## config.mk

```make
export PLATFORM = sky130hd
export DESIGN_NAME = serial_adder_ctrl
export DESIGN_NICKNAME = d
export VERILOG_FILES = /design/src/rtl/serial_adder_ctrl.sv
export SDC_FILE = /design/constraint.sdc
export NUM_CORES = 1
export LEC_CHECK = 0
export ABC_AREA = 1
export CAP_MARGIN = 10
export CELL_PAD_IN_SITES_DETAIL_PLACEMENT = 0
export CELL_PAD_IN_SITES_GLOBAL_PLACEMENT = 1
export CORE_MARGIN = 2
export CORE_UTILIZATION = 27
export DETAILED_ROUTE_END_ITERATION = 8
export GPL_ROUTABILITY_DRIVEN = 0
export HOLD_SLACK_MARGIN = 0.05
export PLACE_DENSITY_LB_ADDON = 0.1
export RECOVER_POWER = 100
export REMOVE_ABC_BUFFERS = 1
export SLEW_MARGIN = 20
export SYNTH_ARGS = -nofsm -noshare
export SYNTH_HDL_FRONTEND = slang
export SYNTH_SLANG_ARGS = --single-unit
```

## constraint.sdc

```tcl
create_clock -name clk -period 1.65 [get_ports clk]
set_clock_uncertainty 0.05 [all_clocks]
set_input_delay 0.165 -clock clk [delete_from_list [all_inputs] [get_ports clk]]
set_output_delay 0.165 -clock clk [all_outputs]
set_load 0.01 [all_outputs]
```

## src/rtl/serial_adder_ctrl.sv

```systemverilog
// Controller for a bit-serial adder around an external one-bit full-adder cell.
// Shifts the operands LSB-first into the cell and collects its sum and carry.
module serial_adder_ctrl #(
  parameter int WIDTH = 8
) (
  input  logic             clk,
  input  logic             rst,
  input  logic             in_valid,
  output logic             in_ready,
  input  logic [WIDTH-1:0] op_a,
  input  logic [WIDTH-1:0] op_b,
  input  logic             cin,
  output logic             fa_a,
  output logic             fa_b,
  output logic             fa_c,
  input  logic             fa_s,
  input  logic             fa_cout,
  output logic             out_valid,
  input  logic             out_ready,
  output logic [WIDTH-1:0] sum,
  output logic             carry_out
);

  localparam int CW = (WIDTH > 1) ? $clog2(WIDTH) : 1;
  localparam logic [CW-1:0] CNT_LAST = CW'(WIDTH - 1);

  typedef enum logic [1:0] {
    IDLE,
    RUN,
    DONE
  } state_t;

  state_t           state, state_nx;
  logic [WIDTH-1:0] a_sh, b_sh, sum_sh;
  logic             carry_q;
  logic [CW-1:0]    cnt;
  logic             accept;

  always_ff @(posedge clk or posedge rst) begin
    if (rst) state <= IDLE;
    else     state <= state_nx;
  end

  always_comb begin
    state_nx  = state;
    in_ready  = 1'b0;
    out_valid = 1'b0;
    fa_a      = 1'b0;
    fa_b      = 1'b0;
    fa_c      = 1'b0;
    sum       = '0;
    carry_out = 1'b0;
    accept    = 1'b0;
    case (state)
      IDLE: begin
        in_ready = ~rst;
        accept   = in_valid & ~rst;
        if (accept) state_nx = RUN;
      end
      RUN: begin
        fa_a = a_sh[0];
        fa_b = b_sh[0];
        fa_c = carry_q;
        if (cnt == CNT_LAST) state_nx = DONE;
      end
      DONE: begin
        out_valid = 1'b1;
        sum       = sum_sh;
        carry_out = carry_q;
        if (out_ready) state_nx = IDLE;
      end
      default: state_nx = IDLE;
    endcase
  end

  // sum_sh is deliberately not cleared on accept; every bit is overwritten during RUN.
  always_ff @(posedge clk or posedge rst) begin
    if (rst) begin
      a_sh    <= '0;
      b_sh    <= '0;
      sum_sh  <= '0;
      carry_q <= 1'b0;
      cnt     <= '0;
    end else if (accept) begin
      a_sh    <= op_a;
      b_sh    <= op_b;
      carry_q <= cin;
      cnt     <= '0;
    end else if (state == RUN) begin
      sum_sh  <= {fa_s, sum_sh[WIDTH-1:1]};
      carry_q <= fa_cout;
      a_sh    <= {1'b0, a_sh[WIDTH-1:1]};
      b_sh    <= {1'b0, b_sh[WIDTH-1:1]};
      cnt     <= cnt + 1'b1;
    end
  end

endmodule

```

=== Yosys cells after proc, flatten, opt, wreduce, memory -nomap -nowiden ===
Index checks and enable logic that the tools add are counted.

* Bits in registers: 30
* Bits in latches: 0
* Bits in writable memories: 0
* Bits in read-only memories: 0
* Input port bits: 23
* Output and inout port bits: 14
* Memories: 0

* $add $sub $neg: 1
* $mul: 0
* Div/mod/pow operators: 0
* Magnitude comparators: 0
* Equal/unequal tests: 6
* Shift operators: 0
* Multiplexer cells: 20
* Bitwise operators: 3
* Reductions and logical operators: 4

{| class="wikitable"
|+ Operator list
! kind !! count
|-
| $mux 8 || 5
|-
| $mux 1 || 9
|-
| $mux 2 || 3
|-
| $mux 3 || 2
|-
| $ne 2x2->1 const B || 3
|-
| $pmux 2 s3 || 1
|-
| $add 3x1->3 const B || 1
|-
| $eq 3x3->1 const B || 1
|-
| $reduce_and 3->1 || 1
|-
| $eq 2x1->1 const B || 1
|-
| $eq 2x2->1 const B || 1
|-
| $logic_not 2->1 || 1
|-
| $not 1->1 || 2
|-
| $reduce_and 2->1 || 1
|-
| $reduce_bool 2->1 || 1
|-
| $and 1x1->1 || 1
|}

=== Longest topological paths before layout ===
Gate-level depths: netlist of the first run.

* Depth after elaboration: 5
* Mapped depth: 7
* Depth with buffers taken out: 6

=== Least setup slack after synthesis of the first run ===
No wires, ideal clock.

* Kind: register to output
* From: register state[1]
* To: output port fa_a
* Arrival: 1.046 ns
* Setup slack: 0.389 ns
* Stages on the path, launching flop included: 5
* Buffers on the path: 1
* Cells stage by stage: dfrtp_1 -> nor2_4 -> inv_4 -> buf_8 -> nor2_1

* Cells in the longest elaborated chain, start to end: 2

{| class="wikitable"
|+ Ends and longest elaborated chain
! what !! line !! text
|-
| start: declaration || 33 || <nowiki>state_t state, state_nx;</nowiki>
|-
| start signal: assignment || 41 || <nowiki>else state <= state_nx;</nowiki>
|-
| $eq 2x1->1 || 54 || <nowiki>case (state)</nowiki>
|-
| $mux 1 || 54 ||
|-
| end: declaration || 13 || <nowiki>output logic fa_a,</nowiki>
|}

No other way between the ends.

=== Worst setup path after layout of the first run ===
* From: register state[1]
* To: output port in_ready

* Cells in the longest elaborated chain, start to end: 2

{| class="wikitable"
|+ Ends and longest elaborated chain
! what !! line !! text
|-
| $logic_not 2->1 || 54 ||
|-
| $mux 1 || 54 ||
|-
| end: declaration || 9 || <nowiki>output logic in_ready,</nowiki>
|}

No other way between the ends.

==> results of run 1 <==
-- flip-flops by register name (all words and copies together), names as in the netlist --
register	cells
a_sh	8
b_sh	8
carry_q	1
cnt	3
state	2
sum_sh	8
-- what timing repair did --
item | 4_1_cts | 5_1_grt
pin swaps | 0 | 0
gates resized for setup | 16 | 2
hold buffers | 0 | 0
endpoints found under the setup margin | 14 | 1
setup buffers | 1 | 0
-- report_power, final --
| part | internal [mW] | total, mW | switching, mW |
|---|---|---|---|
| clock | 0.290 | 0.550 | 0.260 |
| sequential | 1.05 | 1.21 | 0.157 |
| combinational | 0.532 | 1.35 | 0.813 |
| total | 1.88 | 3.11 | 1.23 |
-- worst register-to-register path, delay by kind of cell, from the launching register on --
family,cells,cell delay [ps]
simple gates,3,380
compound gates,1,70
flops,1,440
buf+inv,3,450
-- cells by family after synthesis --
| logic type | after synthesis | share of synthesized area |
|---|---|---|
| simple gates | 115 | 0.332 |
| buf+inv | 41 | 0.131 |
| flops | 30 | 0.480 |
| compound gates | 11 | 0.0400 |
| fa+ha+maj | 2 | 0.0160 |
-- placed cells by master, fill, tap and decap left out --
cell	count
buf_12	1
buf_4	7
clkbuf_1	2
clkbuf_2	1
clkbuf_4	2
clkbuf_8	5
clkdlybuf4s15_1	1
clkdlybuf4s50_1	21
dfrtp_1	29
dfrtp_2	1
dlygate4sd2_1	13
dlygate4sd3_1	1
ha_1	2
inv_1	30
inv_4	1
nand2_1	60
nand2_2	1
nand2_4	1
nand3_1	35
nand3_2	2
nor2_1	13
nor2_2	1
nor2_4	1
nor3_1	1
o21ai_0	10
o21ai_2	1
-- Yosys cell counts --
library cell,number,area (sq um)
nor2_4,2,22.5
buf_2,3,15.0
nand2_2,1,6.26
o21ai_0,9,45.0
nor2_2,1,6.26
buf_8,1,15.0
nand3_2,4,40.0
nand3_1,33,165
nand2_1,61,229
inv_2,1,3.75
ha_1,2,25.0
dfrtp_1,30,751
buf_6,3,33.8
o21ai_2,2,17.5
nor2_1,12,45.0
nor3_1,1,5.00
buf_4,3,22.5
inv_4,1,6.26
inv_1,29,109
-- area by class of cell --
cell class	instances	area, sq um	share of cell area
sequential	30	752	0.364
multi-input combinational	128	593	0.287
timing repair buffer	47	437	0.211
inverter	31	119	0.0575
tap	72	90.1	0.0436
clock buffer	7	76.3	0.0369
-- per-layer routing --
layer / up-vias / routed length (um)
li1: 700 / -
met1: 581 / 1690
met2: 21 / 1460
met3: 7 / 137
met4: 0 / 57
met5: - / 0
-- path summary, 6_finish.rpt --
kind                                 from   endpoint  cells past startpoint
worst max-delay path             state[1]   in_ready                      3
worst min-delay path            out_ready   state[1]                      2
worst max register to register   state[1]     cnt[0]                      7
worst min register to register  sum_sh[4]  sum_sh[3]                      2
max in group asynchronous             rst   state[1]                      3
min in group asynchronous             rst    a_sh[6]                      3
==> metrics.yaml, run 1 <==
vias_per_cell: 4.16
nFillCells: 632
reg2reg_slack_ps: 150
syn2layout_area_growth_pct: 32.3
timing.fmax_mhz: 649
firstDrtPassIters: 4
ant_nets: 0
vias: 1309
synth-seq-cells: 30
clock-sinks: 30
cts_tree: "yes"
totalWireLength_um: 3340
cts-root-buf: "clkbuf_8"
worst-endpoint-required_ps: 1430
ys_warn_count: 0
final_util: 0.373
synthCells: 199
end_kind: "primary output"
max_stage_delay_ps: 440
post-place-ws_ps: 26.0
grt-ovfl-total: 0
cpLargestDelayFamily: "flip-flops"
antenna_cells: 0
worst_pin_slew_ps: 753
clk_path_buf_depth: 2
clk_pin_slew_ps: 60
period_needed_ps: 1540
final_area_sq_um: 2070
finalSetupViolCount: 0
ys_types: 19
place_area_sq_um: 2010
finalNetCount: 268
instances_no_fill: 315
wl_per_cell_um: 10.6
dp.cells: 307
cts_buffers: 5
synth_seq_area_share: 0.480
drive_gt1_frac: 0.103
maxCapViolations: 0
cts-htree-levels: 2
drc: 0
die_x_um: 80.1
path_max_fanout: 3
hp-class: "in2reg"
rsz0062_at_grt: "no"
cp_slowest_cell: "dfrtp_2"
grt_use_met3: 0.0337
worstSetupPathType: "reg2out"
grt_first_pass_wirelength_um: 5680
setup_slack_ps: 108
maxSlewViolCount: 0
io_pins: 37
grtUsageTotal: 0.116
die-area_sq_um: 6410
outcome: "finished clean"
start_util: 0.282
antenna_found_initial: 0
ir_worst_vdd_mv: 0.540
start_kind: "flop"
grt.busiest_layer: "met2"
final-hold-violation-count: 0
fp.dieH_um: 80.1
insertion_delay_ps: 280
syn_area_per_cell_sq_um: 7.85
syn_area_sq_um: 1560
crit_buf_inv: 2
setup_tns_ps: 0
cp.arrival_ps: 1330
static-leakage-power_nw: 1.12
p_total_mw: 3.11
finalCritPeriodShare: 0.934
relSlewSlack: 0.498
grt_max_degree: 35
core-area_sq_um: 5540
io_buffers: 36
drt_iter0_drc: 67
crit_chain: "clkbuf_4, nor3_1, clkdlybuf4s15_1"
whs_ps: 401
p_per_area_nw_per_um2: 1500
grt_pass1_vias: 1233
met1_usage: 0.158
hpwlAfterDp_um: 2320
grt_use_met2: 0.173
fp-row-count: 27
Power figures use the tool's default switching activity.
==> inputs of run 2 (changes only) <==
--- a/config.mk
+++ b/config.mk
@@ -7,8 +7,8 @@
 export LEC_CHECK = 0
 export ABC_AREA = 1
 export CAP_MARGIN = 10
-export CELL_PAD_IN_SITES_DETAIL_PLACEMENT = 0
-export CELL_PAD_IN_SITES_GLOBAL_PLACEMENT = 1
+export CELL_PAD_IN_SITES_DETAIL_PLACEMENT = 1
+export CELL_PAD_IN_SITES_GLOBAL_PLACEMENT = 2
 export CORE_MARGIN = 2
 export CORE_UTILIZATION = 27
 export DETAILED_ROUTE_END_ITERATION = 8
==> metrics.yaml, run 2 (synthesis gave the netlist of run 1 again) <==
final_cell_mix: "nand2_1, nand3_1, dfrtp_1"  # was nand2_1, nand3_1, inv_1
place_area_sq_um: 2000  # was 2010 sq um
worstSetupPathType: "reg2out"  # unchanged
final_util: 0.369  # was 0.373
hp-class: "in2reg"  # unchanged
post-place-ws_ps: -3.10  # was 26.0 ps
timing.fmax_mhz: 655  # was 649 MHz
cts_resized: 17  # was 16
instances_no_fill: 314  # was 315
static-leakage-power_nw: 1.09  # was 1.12 nW
finalNetCount: 267  # was 268
ant_nets: 0  # unchanged
maxCapViolations: 0  # unchanged
start_kind: "flop"  # unchanged
crit_buf_inv: 4  # was 2
wl_met1_um: 1830  # was 1690 um
final_common_cell: "nand2_1"  # unchanged
setup_tns_ps: 0  # unchanged
top_layer_used: "met4"  # unchanged
grt_first_pass_wirelength_um: 6820  # was 5680 um
period_needed_ps: 1530  # was 1540 ps
totalWireLength_um: 3820  # was 3340 um
cts_setup_buffers: 0  # was 1
worst-endpoint-required_ps: 1430  # about the same
worst_pin_slew_ps: 779  # was 753 ps
p_total_mw: 3.14  # was 3.11 mW
wl_per_cell_um: 12.2  # was 10.6 um
whs_ps: 410  # was 401 ps
die_x_um: 80.1  # unchanged
final_area_sq_um: 2040  # was 2070 sq um
drt_iter0_drc: 56  # was 67
outcome: "finished clean"  # unchanged
start_util: 0.282  # unchanged
end_kind: "primary output"  # unchanged
core-area_sq_um: 5540  # unchanged
crit_chain: "inv_2, clkbuf_1, nor2_4, inv_4, nor2_1, dlygate4sd2_1"  # was clkbuf_4, nor3_1, clkdlybuf4s15_1
grt-ovfl-total: 0  # unchanged
vias_per_cell: 4.31  # was 4.16
grt_max_degree: 35  # unchanged
insertion_delay_ps: 270  # was 280 ps
cts-htree-levels: 2  # unchanged
path_max_fanout: 5  # was 3
top_regs: "a_sh x8, b_sh x8, sum_sh x8"  # unchanged
maxSlewViolCount: 0  # unchanged
cpLargestDelayFamily: "buffers and inverters"  # was flip-flops
vias: 1354  # was 1309
rsz0062_at_grt: "no"  # unchanged
grtUsageTotal: 0.137  # was 0.116
finalSetupViolCount: 0  # unchanged
antenna_found_initial: 0  # unchanged
io_pins: 37  # unchanged
final-hold-violation-count: 0  # unchanged
ir_worst_vdd_mv: 0.643  # was 0.540 mV
p_per_area_nw_per_um2: 1540  # was 1500 nW/um^2
fp.dieH_um: 80.1  # unchanged
grt_pass1_vias: 1507  # was 1233
hpwlAfterDp_um: 2590  # was 2320 um
firstDrtPassIters: 4  # unchanged
cp.arrival_ps: 1310  # was 1330 ps
clk_path_buf_depth: 2  # unchanged
die-area_sq_um: 6410  # unchanged
dp.cells: 307  # unchanged
finalCritPeriodShare: 0.925  # was 0.934
clock-sinks: 30  # unchanged
fp-row-count: 27  # unchanged
cts-root-buf: "clkbuf_8"  # unchanged
wl_met3_um: 155  # was 137 um
antenna_cells: 0  # unchanged
drc: 0  # unchanged
cts_tree: "yes"  # unchanged
setup_slack_ps: 124  # was 108 ps
syn2layout_area_growth_pct: 30.7  # was 32.3%
cts_hold_buf: 0  # unchanged
io_buffers: 36  # unchanged
relSlewSlack: 0.481  # was 0.498
clk_pin_slew_ps: 60  # about the same
drive_gt1_frac: 0.107  # was 0.103
cts_buffers: 5  # unchanged
max_stage_delay_ps: 390  # was 440 ps
cp_slowest_cell: "dfrtp_1"  # was dfrtp_2
dr_wl_met2_um: 1770  # was 1460 um
run 2: changes by cell type in the layout (fill, tap and decap cells not counted), sizes merged:
cell / previous run / this run
buf: 8 / 4
clkbuf: 10 / 14
dlygate4sd2: 13 / 12
run 2: worst register-to-register path, stage by stage, from the launching register on:
cell and delay (ps):
dfrtp_1 430, clkbuf_1 150, nor2_4 220, nand2_1 100
buf_2 230, nand3_1 110, nand2_1 60
run 2: worst paths after layout:
| path | endpoint | slack, ps | startpoint | depth (start not counted) |
|---|---|---|---|---|
| worst max-delay path | fa_b | 120 | state[0] | 6 |
| worst min-delay path | b_sh[7] | 410 | op_b[7] | 3 |
| worst max register to register | b_sh[3] | 200 | state[1] | 6 |
| worst min register to register | sum_sh[4] | 440 | sum_sh[5] | 2 |
| max in group asynchronous | sum_sh[3] | 470 | rst | 3 |
| min in group asynchronous | state[0] | 590 | rst | 3 |
run 2: final cells by class:
| cell class | count | area, sq um |
|---|---|---|
| Timing Repair Buffer | 46 | 397 |
| Clock buffer | 7 | 76.3 |
| Multi-Input combinational cell | 128 | 609 |
| Sequential cell | 30 | 751 |
| Tap cell | 72 | 90.1 |
| Inverter | 31 | 119 |
| Fill cell | 685 | 3500 |
run 2: report_power, final:
part,internal [mW],leakage [nW],switching (mW)
sequential,1.05,0.384,0.171
combinational,0.503,0.666,0.868
clock,0.289,0.0383,0.251
total,1.85,1.09,1.29
run 2: per-layer routing:
layer,vias to the layer above,global-route usage
met2,24,0.229
met5,-,0
met3,8,0.0337
met4,0,0.0508
li1,696,-
met1,626,0.171
==> inputs of run 3 (changes only) <==
--- a/config.mk
+++ b/config.mk
@@ -13,10 +13,10 @@
 export CORE_UTILIZATION = 27
 export DETAILED_ROUTE_END_ITERATION = 8
 export GPL_ROUTABILITY_DRIVEN = 0
-export HOLD_SLACK_MARGIN = 0.05
 export PLACE_DENSITY_LB_ADDON = 0.1
 export RECOVER_POWER = 100
 export REMOVE_ABC_BUFFERS = 1
+export SKIP_LAST_GASP = 1
 export SLEW_MARGIN = 20
 export SYNTH_ARGS = -nofsm -noshare
 export SYNTH_HDL_FRONTEND = slang
==> metrics.yaml, run 3 (synthesis gave the netlist of run 1 again) <==
io_pins: 37  # unchanged
ant_nets: 0  # unchanged
final_util: 0.372  # was 0.369
ir_worst_vdd_mv: 0.646  # was 0.643 mV
core-area_sq_um: 5540  # unchanged
antenna_cells: 0  # unchanged
wl_per_cell_um: 12.2  # about the same
clk_pin_slew_ps: 60  # about the same
wl_met1_um: 1840  # was 1830 um
grt_pass1_vias: 1484  # was 1507
clock-sinks: 30  # unchanged
p_sw_mw: 1.30  # was 1.29 mW
cp.arrival_ps: 1340  # was 1310 ps
instances_no_fill: 314  # unchanged
grt_max_degree: 35  # unchanged
final_cell_mix: "nand2_1, nand3_1, inv_1, dfrtp_1, clkdlybuf4s50_1"  # was nand2_1, nand3_1, dfrtp_1
path_max_fanout: 5  # unchanged
outcome: "finished clean"  # unchanged
drive_gt1_frac: 0.116  # was 0.107
end_kind: "primary output"  # unchanged
p_total_mw: 3.17  # was 3.14 mW
combPwrFrac: 0.441  # was 0.437
final_common_cell: "nand2_1"  # unchanged
cts_setup_buffers: 0  # unchanged
grt-ovfl-total: 0  # unchanged
place_area_sq_um: 2000  # unchanged
final_area_sq_um: 2060  # was 2040 sq um
rsz0062_at_grt: "yes"  # was no
swShare: 0.410  # was 0.411
finalNetCount: 267  # unchanged
grtUsageTotal: 0.136  # was 0.137
maxSlewViolCount: 0  # unchanged
totalWireLength_um: 3840  # was 3820 um
start_util: 0.282  # unchanged
worst_pin_slew_ps: 779  # about the same
static-leakage-power_nw: 1.08  # was 1.09 nW
die-area_sq_um: 6410  # unchanged
syn2layout_area_growth_pct: 31.7  # was 30.7%
max_stage_delay_ps: 370  # was 390 ps
relSlewSlack: 0.481  # about the same
cts_tree: "yes"  # unchanged
top_regs: "a_sh x8, b_sh x8, sum_sh x8"  # unchanged
top_layer_used: "met4"  # unchanged
worstSetupPathType: "reg2out"  # unchanged
die_x_um: 80.1  # unchanged
drt_iter0_drc: 55  # was 56
vias: 1354  # unchanged
wl_met3_um: 158  # was 155 um
timing.fmax_mhz: 643  # was 655 MHz
cts-htree-levels: 2  # unchanged
hp-class: "in2reg"  # unchanged
clk_path_buf_depth: 2  # unchanged
start_kind: "flop"  # unchanged
dr_wl_met2_um: 1780  # was 1770 um
io_buffers: 36  # unchanged
fp-row-count: 27  # unchanged
fp.dieH_um: 80.1  # unchanged
crit_buf_inv: 4  # unchanged
antenna_found_initial: 0  # unchanged
intPower_mw: 1.87  # was 1.85 mW
finalCritPeriodShare: 0.943  # was 0.925
hpwlAfterDp_um: 2590  # unchanged
p_seq_frac: 0.388  # was 0.391
crit_chain: "inv_2, buf_4, nor2_4, inv_4, nor2_1, dlygate4sd2_1"  # was inv_2, clkbuf_1, nor2_4, inv_4, nor2_1, dlygate4sd2_1
finalSetupViolCount: 0  # unchanged
worst-endpoint-required_ps: 1430  # about the same
dp.cells: 307  # unchanged
cts_hold_buf: 0  # unchanged
cp_slowest_cell: "dfrtp_1"  # unchanged
cts_buffers: 5  # unchanged
clkPwrFrac: 0.171  # was 0.172
p_per_area_nw_per_um2: 1540  # about the same
vias_per_cell: 4.31  # unchanged
firstDrtPassIters: 4  # unchanged
cts-root-buf: "clkbuf_8"  # unchanged
insertion_delay_ps: 270  # about the same
period_needed_ps: 1560  # was 1530 ps
drc: 0  # unchanged
final-hold-violation-count: 0  # unchanged
grt_first_pass_wirelength_um: 6760  # was 6820 um
maxCapViolations: 0  # unchanged
cpLargestDelayFamily: "buffers and inverters"  # unchanged
-- run 3: final timing paths --
path / endpoint / depth (start not counted) / slack [ps] / start
worst min register to register: sum_sh[4] / 2 / 440 / sum_sh[5]
max in group asynchronous: state[1] / 3 / 430 / rst
worst max register to register: b_sh[3] / 6 / 190 / state[1]
worst min-delay path: b_sh[7] / 3 / 410 / op_b[7]
worst max-delay path: fa_a / 6 / 90 / state[0]
min in group asynchronous: state[0] / 3 / 590 / rst
-- run 3: timing repair --
action | CTS | global route
resized for setup | 5 | 14
setup endpoints to repair | 14 | 11
cloned | 0 | 0
-- run 3: layout make-up --
class                           count  area, sq um
Fill cell                         688         3480
Clock buffer                        7         76.3
Timing Repair Buffer               46          407
Tap cell                           72         90.1
Sequential cell                    30          752
Inverter                           31          119
Multi-Input combinational cell    128          614
-- run 3: per-stage QoR --
stage / hold slack [ps] / setup slack [ps] / setup TNS (ps)
after floorplan: 206 / 99.9 / 0
after global placement: 412 / 51.3 / 0
after detailed placement: 424 / -3.10 / -4.25
after CTS: 330 / -195 / -1540
after global routing: 422 / -3.56 / -3.56
final: 410 / 94.8 / 0
-- run 3: worst reg2reg max path, cell delays in order, from the launching register on --
cell	delay, ps
dfrtp_2	450
clkbuf_1	140
nor2_4	220
nand2_1	100
buf_2	230
nand3_1	110
nand2_1	60
-- run 3: routing by layer --
layer	GRT usage	up-vias
li1	-	695
met1	0.171	627
met2	0.226	24
met3	0.0337	8
met4	0.0508	0
met5	0	-
-- run 3: power by group through the flow --
stage	sequential (mW)	combinational, mW	clock, mW
after global routing	1.28	1.64	0.596
after detailed placement	1.24	1.46	0
after global placement	1.22	1.41	0
after floorplan	1.21	0.910	0
after CTS	1.23	1.45	0.573
final	1.23	1.40	0.540
